==> config.mk <==
export PLATFORM = sky130hd
export DESIGN_NAME = ca90_item_fetch_flat
export DESIGN_NICKNAME = d
export VERILOG_FILES = /design/src/rtl/ca90_item_fetch_if.sv /design/src/rtl/ca90_item_fetch.sv /design/src/flat_wrapper.sv
export SDC_FILE = /design/constraint.sdc
export NUM_CORES = 2
export LEC_CHECK = 0
export CAP_MARGIN = 20
export CORE_AREA = 2 2 410 412
export CTS_BUF_LIST = sky130_fd_sc_hd__clkbuf_2
export CTS_CLUSTER_SIZE = 24
export DETAILED_ROUTE_END_ITERATION = 10
export DIE_AREA = 0 0 412 414
export SLEW_MARGIN = 5
export SYNTH_ARGS = -nofsm -noshare
export SYNTH_HDL_FRONTEND = slang
export SYNTH_SLANG_ARGS = --single-unit
==> constraint.sdc <==
create_clock -name clk_i -period 3.83 [get_ports clk_i]
set_clock_uncertainty 0.1 [all_clocks]
set_input_delay 0.766 -clock clk_i [delete_from_list [all_inputs] [get_ports clk_i]]
set_output_delay 0.766 -clock clk_i [all_outputs]
set_load 0.01 [all_outputs]
==> src/rtl/ca90_item_fetch_if.sv <==
// Request/result bundle for the CA90 item fetcher.
// slave = fetcher side, master = requester/consumer side.
interface ca90_item_fetch_if #(
   parameter int Dimension = 512,
   parameter int AddrWidth = 8
);
   logic [Dimension-1:0] seed_i;
   logic                 flush_i;
   logic                 req_valid_i;
   logic                 req_ready_o;
   logic [AddrWidth-1:0] addr_i;
   logic                 vec_valid_o;
   logic                 vec_ready_i;
   logic [Dimension-1:0] vector_o;

   modport slave (
      input  seed_i, flush_i, req_valid_i, addr_i, vec_ready_i,
      output req_ready_o, vec_valid_o, vector_o
   );

   modport master (
      output seed_i, flush_i, req_valid_i, addr_i, vec_ready_i,
      input  req_ready_o, vec_valid_o, vector_o
   );
endinterface

==> src/rtl/ca90_item_fetch.sv <==
// Regenerates item vector N from seed_i by N CA90 steps (one per cycle); valid N+1 cycles after accept.
// One request in flight; result held until vec_ready_i. Optional last-result cache: CA90_CACHE_EN.
module ca90_item_fetch #(
   parameter int Dimension = 512,
   parameter int ShiftAmt  = 1,
   parameter int AddrWidth = 8
) (
   input  logic             clk_i,
   input  logic             rst_i,
   ca90_item_fetch_if.slave bus
);

   typedef enum logic [1:0] {
      S_IDLE = 2'd0,
      S_GEN  = 2'd1,
      S_HOLD = 2'd2
   } state_t;

   function automatic logic [Dimension-1:0] ca90(input logic [Dimension-1:0] v);
      logic [Dimension-1:0] rl;
      logic [Dimension-1:0] rr;
      rl = (v << ShiftAmt) | (v >> (Dimension - ShiftAmt));
      rr = (v >> ShiftAmt) | (v << (Dimension - ShiftAmt));
      return rl ^ rr;
   endfunction

   state_t               r_state;
   state_t               w_state_nxt;
   logic [Dimension-1:0] r_work;
   logic [Dimension-1:0] w_work_nxt;
   logic [AddrWidth-1:0] r_cnt;
   logic [AddrWidth-1:0] w_cnt_nxt;
   logic [AddrWidth-1:0] w_start_cnt;
   logic [AddrWidth-1:0] w_hit_diff;
   logic                 w_accept;
   logic                 w_release;
   logic                 w_hit;

   assign w_accept  = bus.req_valid_i & (r_state == S_IDLE);
   assign w_release = bus.vec_ready_i & (r_state == S_HOLD);

`ifdef CA90_CACHE_EN
   logic [AddrWidth-1:0] r_req_addr;
   logic [AddrWidth-1:0] r_last_addr;
   logic                 r_cache_vld;

   // A flush in the accept cycle forces a miss for that very request.
   assign w_hit      = r_cache_vld & ~bus.flush_i & (bus.addr_i >= r_last_addr);
   assign w_hit_diff = bus.addr_i - r_last_addr;

   always_ff @(posedge clk_i) begin
      if (rst_i) begin
         r_req_addr  <= '0;
         r_last_addr <= '0;
         r_cache_vld <= 1'b0;
      end else begin
         if (w_accept) begin
            r_req_addr <= bus.addr_i;
         end
         if (w_release) begin
            r_last_addr <= r_req_addr;
            r_cache_vld <= 1'b1;
         end else if (bus.flush_i && r_state == S_IDLE) begin
            r_cache_vld <= 1'b0;
         end
      end
   end
`else
   logic w_unused_flush;

   assign w_hit          = 1'b0;
   assign w_hit_diff     = '0;
   assign w_unused_flush = bus.flush_i;
`endif

   assign w_start_cnt = w_hit ? w_hit_diff : bus.addr_i;

   always_comb begin
      w_state_nxt = r_state;
      w_work_nxt  = r_work;
      w_cnt_nxt   = r_cnt;
      case (r_state)
         S_IDLE: begin
            if (w_accept) begin
               // On a hit the working register already holds item last_addr.
               if (!w_hit) begin
                  w_work_nxt = bus.seed_i;
               end
               w_cnt_nxt   = w_start_cnt;
               w_state_nxt = (w_start_cnt == '0) ? S_HOLD : S_GEN;
            end
         end
         S_GEN: begin
            w_work_nxt = ca90(r_work);
            w_cnt_nxt  = r_cnt - 1'b1;
            if (r_cnt == AddrWidth'(1)) begin
               w_state_nxt = S_HOLD;
            end
         end
         S_HOLD: begin
            if (w_release) begin
               w_state_nxt = S_IDLE;
            end
         end
         default: begin
            w_state_nxt = S_IDLE;
         end
      endcase
   end

   always_ff @(posedge clk_i) begin
      if (rst_i) begin
         r_state <= S_IDLE;
         r_work  <= '0;
         r_cnt   <= '0;
      end else begin
         r_state <= w_state_nxt;
         r_work  <= w_work_nxt;
         r_cnt   <= w_cnt_nxt;
      end
   end

   assign bus.req_ready_o = (r_state == S_IDLE);
   assign bus.vec_valid_o = (r_state == S_HOLD);
   assign bus.vector_o    = r_work;

endmodule

==> src/flat_wrapper.sv <==
// flat-port wrapper written by rule: the top's interface ports become plain ports
module ca90_item_fetch_flat 
#(
   parameter int Dimension = 512,
   parameter int ShiftAmt  = 1,
   parameter int AddrWidth = 8
)
  (clk_i, rst_i, bus_seed_i, bus_flush_i, bus_req_valid_i, bus_addr_i, bus_vec_ready_i, bus_req_ready_o, bus_vec_valid_o, bus_vector_o);
  ca90_item_fetch_if #(.Dimension(Dimension), .AddrWidth(AddrWidth)) bus_i ();
  input  logic clk_i;
  input  logic rst_i;
  input wire logic [$bits(bus_i.seed_i)-1:0] bus_seed_i;
  input wire logic [$bits(bus_i.flush_i)-1:0] bus_flush_i;
  input wire logic [$bits(bus_i.req_valid_i)-1:0] bus_req_valid_i;
  input wire logic [$bits(bus_i.addr_i)-1:0] bus_addr_i;
  input wire logic [$bits(bus_i.vec_ready_i)-1:0] bus_vec_ready_i;
  output wire logic [$bits(bus_i.req_ready_o)-1:0] bus_req_ready_o;
  output wire logic [$bits(bus_i.vec_valid_o)-1:0] bus_vec_valid_o;
  output wire logic [$bits(bus_i.vector_o)-1:0] bus_vector_o;
  assign bus_i.seed_i = bus_seed_i;
  assign bus_i.flush_i = bus_flush_i;
  assign bus_i.req_valid_i = bus_req_valid_i;
  assign bus_i.addr_i = bus_addr_i;
  assign bus_i.vec_ready_i = bus_vec_ready_i;
  assign bus_req_ready_o = bus_i.req_ready_o;
  assign bus_vec_valid_o = bus_i.vec_valid_o;
  assign bus_vector_o = bus_i.vector_o;
  ca90_item_fetch #(.Dimension(Dimension), .ShiftAmt(ShiftAmt), .AddrWidth(AddrWidth)) u_core (.clk_i(clk_i), .rst_i(rst_i), .bus(bus_i));
endmodule
==> load_flow_metrics.sql <==
INSERT INTO impl_metrics (metric_group, metric, value, unit) VALUES
('sta', 'setup_repair_after_global_routing_missed_its_margin', 'false', ''),
('detailed_routing', 'initial_drt_markers', '2831', ''),
('job', 'drv.max_cap_violation_count', '0', ''),
('worst_setup_path', 'critical_path.endpoint_type', 'primary output', ''),
('power_and_ir_drop', 'power_density', '513', 'nW/um^2'),
('die', 'die_area', '171000', 'sq um'),
('final_layout', 'layout_commonest_cell', 'nor2_1', ''),
('outcome', 'outcome', 'complete, no violations', ''),
('die', 'core', '166000', 'sq um'),
('worst_setup_path', 'worst-endpoint-required', '2960', 'ps'),
('die', 'initial_utilization', '0.175', ''),
('sta', 'finalWorstPathRequiredPeriod', '3600', 'ps'),
('detailed_routing', 'vias', '34700', ''),
('sta', 'finalHoldViolations', '0', ''),
('power_and_ir_drop', 'pwr-share-seq', '0.350', ''),
('worst_setup_path', 'critPathArrivalTime', '2740', 'ps'),
('detailed_routing', 'drt_pass1_iterations', '5', ''),
('worst_setup_path', 'worst_path_largest_cell_delay', '620', 'ps'),
('global_route', 'grt_use_total', '0.163', ''),
('synth', 'multiplexer_share_of_the_synthesized_area', '0.000344', ''),
('placement', 'dp_hpwl', '104000', 'um'),
('power_and_ir_drop', 'comb_power_share', '0.463', ''),
('worst_setup_path', 'critPathKind', 'flip-flop to primary output', ''),
('detailed_routing', 'wirelength', '147000', 'um'),
('worst_setup_path', 'path_cells', 'clkdlybuf4s50_1', ''),
('synth', 'synth.yosys.seq_area_share', '0.359', ''),
('die', 'chipWidth', '412', 'um'),
('clocking', 'clk_latency', '1520', 'ps'),
('hold_path', 'worstHoldPathType', 'primary input to flip-flop', ''),
('final_layout', 'final-seq-area', '10500', 'sq um'),
('global_route', 'grt_max_degree', '154', ''),
('synth', 'unique_cell_type_count_in_the_yosys_netlist', '32', ''),
('final_layout', 'area_of_the_multi_input_gates', '17100', 'sq um'),
('global_route', 'antenna_found_initial', '7', ''),
('power_and_ir_drop', 'ir_worst_vdd', '0.261', 'mV'),
('worst_setup_path', 'cp_num_buf_inv', '1', ''),
('synth', 'synth_top_area_frac', '0.359', ''),
('placement', 'placement.cell_area', '41600', 'sq um'),
('clocking', 'cts-buffers-inserted', '156', ''),
('synth', 'postSynthCellCount', '4016', ''),
('sta', 'timing.max_slew.rel_slack', '0.270', ''),
('final_layout', 'layout.cell_area.non_filler', '48500', 'sq um'),
('synth', 'synth_fa_ha_area_frac', '0.000859', ''),
('synth', 'yosys-top-cells-area', 'dfxtp_1, nor2_1, xnor2_1', ''),
('final_layout', 'final_cell_mix', 'nor2_1, clkdlybuf4s50_1, dlygate4sd3_1', ''),
('placement', 'buffer_ports.inserted', '1037', ''),
('synth', 'synth_top_family_by_area', 'simple AND/OR/NAND/NOR gates', ''),
('final_layout', 'area_delta_synth_final', '66.6', '%'),
('die', 'num_io_pins', '1039', ''),
('sta', 'post-route-period-util', '0.941', ''),
('sta', 'max_clock_freq', '278', 'MHz'),
('detailed_routing', 'routed_via_density', '4.44', ''),
('global_route', 'grt_pass1_vias', '33700', ''),
('synth', 'yosys_top_cell_by_area', 'dfxtp_1', ''),
('synth', 'syn-num-nets', '4543', ''),
('detailed_routing', 'detail-route-antenna-nets', '0', ''),
('clocking', 'clock_sink_count', '522', ''),
('final_layout', 'finish.net_count', '6009', ''),
('power_and_ir_drop', 'total_switching_power', '10.4', 'mW'),
('die', 'die_height', '414', 'um'),
('global_route', 'grt_first_pass_wirelength', '216000', 'um'),
('detailed_routing', 'avgRoutedWirePerCell', '18.8', 'um'),
('sta', 'final-setup-viol-count', '0', ''),
('synth', 'synthesis.area', '29100', 'sq um'),
('power_and_ir_drop', 'power_report.internal_total', '14.4', 'mW'),
('synth', 'yosys_reg_bits', '522', ''),
('clocking', 'clkSlewWorstSetupHoldPaths', '120', 'ps'),
('clocking', 'root_buffer', 'clkbuf_2', ''),
('clocking', 'clk_path_buf_depth', '3', ''),
('final_layout', 'final_layout_size_suffix_gt1_frac', '0.0630', ''),
('worst_setup_path', 'timing.critical_path.slowest_stage_cell', 'clkdlybuf4s50_1', '');
power groups by stage:
| stage | Combinational (mW) | Sequential (mW) | Clock (mW) |
|---|---|---|---|
| 3_3_place_gp | 10.8 | 8.79 | 0 |
| 3_5_place_dp | 10.9 | 8.82 | 0 |
| 5_1_grt | 12.5 | 8.85 | 5.15 |
| 4_1_cts | 11.5 | 8.67 | 4.85 |
| 6_report | 11.5 | 8.70 | 4.66 |
| 2_1_floorplan | 5.92 | 8.66 | 0 |
layer usage:
layer  up-vias  GRT usage  share of wire
met1     16400      0.195           0.40
met4         0     0.0972          0.058
li1      16500          -              -
met5         -          0              0
met3       343     0.0356          0.071
met2      1500      0.268           0.47
cell families after synthesis:
logic type	count (synthesis)
AOI/OAI and AO/OA	543
DFF	522
adders and majority gates	2
buffers and inverters	355
muxes	1
and+or+nand+nor	2081
xor gates and xnor gates	512
synth_stat cells:
cell      instances
buf_1            20
nor4_1            3
nand3_1           3
o21a_1            1
a22oi_1         510
nor2_1         1540
o311ai_0          2
xnor2_1         512
buf_2           163
nor3_1          514
or4_4             1
a41oi_1           2
nand2_1           6
a21o_1            1
a211oi_1          2
or2_2             1
o211ai_1          1
a32oi_1           2
buf_4            17
o21ai_0           5
or3_1             1
clkbuf_1        146
o31ai_1           2
a21oi_1          14
nor2b_1           3
a31oi_1           1
dfxtp_1         522
ha_1              2
nand2b_1          8
mux2i_1           1
inv_1             9
or4b_1            1
flip-flops by register name, summed over array words and instances (netlist names):
signal               cells
u_core.bus.vector_o    512
u_core.r_cnt             8
u_core.r_state           2
cell type report:
type | count | share of cell area
sequential | 522 | 0.216
clock buffer | 223 | 0.0230
clock inverter | 57 | 0.00743
antenna | 12 | 0.000619
timing repair buffer | 1654 | 0.343
tap | 2204 | 0.0569
multi-input combinational | 3139 | 0.352
inverter | 9 | 0.000696
worst paths after layout:
path / startpoint / endpoint / slack [ps] / cells after the start
worst max register to register: u_core.r_state[0] / u_core.bus.vector_o[375] / 750 / 8
worst max-delay path: u_core.bus.vector_o[180] / bus_vector_o[180] / 230 / 1
worst min-delay path: bus_seed_i[488] / u_core.bus.vector_o[488] / 250 / 5
worst min register to register: u_core.r_cnt[7] / u_core.r_cnt[7] / 440 / 2
metrics by stage:
| step | hold slack, ps | power (mW) | util | instances | setup WS (ps) |
|---|---|---|---|---|---|
| after floorplan | 373 | 14.6 | - | 4016 | 1940 |
| after global routing | 121 | 26.5 | 0.292 | 7817 | 9.43 |
| after detailed placement | 405 | 19.7 | 0.250 | 6990 | 1060 |
| after CTS | 40.5 | 25.0 | 0.292 | 7808 | 1.07 |
| final | 250 | 24.9 | 0.292 | 7820 | 227 |
| after global placement | 393 | 19.6 | 0.250 | 6990 | 1110 |
repair_timing:
action / in CTS / in global routing
hold endpoints to repair: 522 / 0
endpoints found under the setup margin: 44 / 0
setup buffers: 7 / 0
gates resized for setup: 48 / 0
hold buffers: 531 / 0
Power figures use the tool's default switching activity.
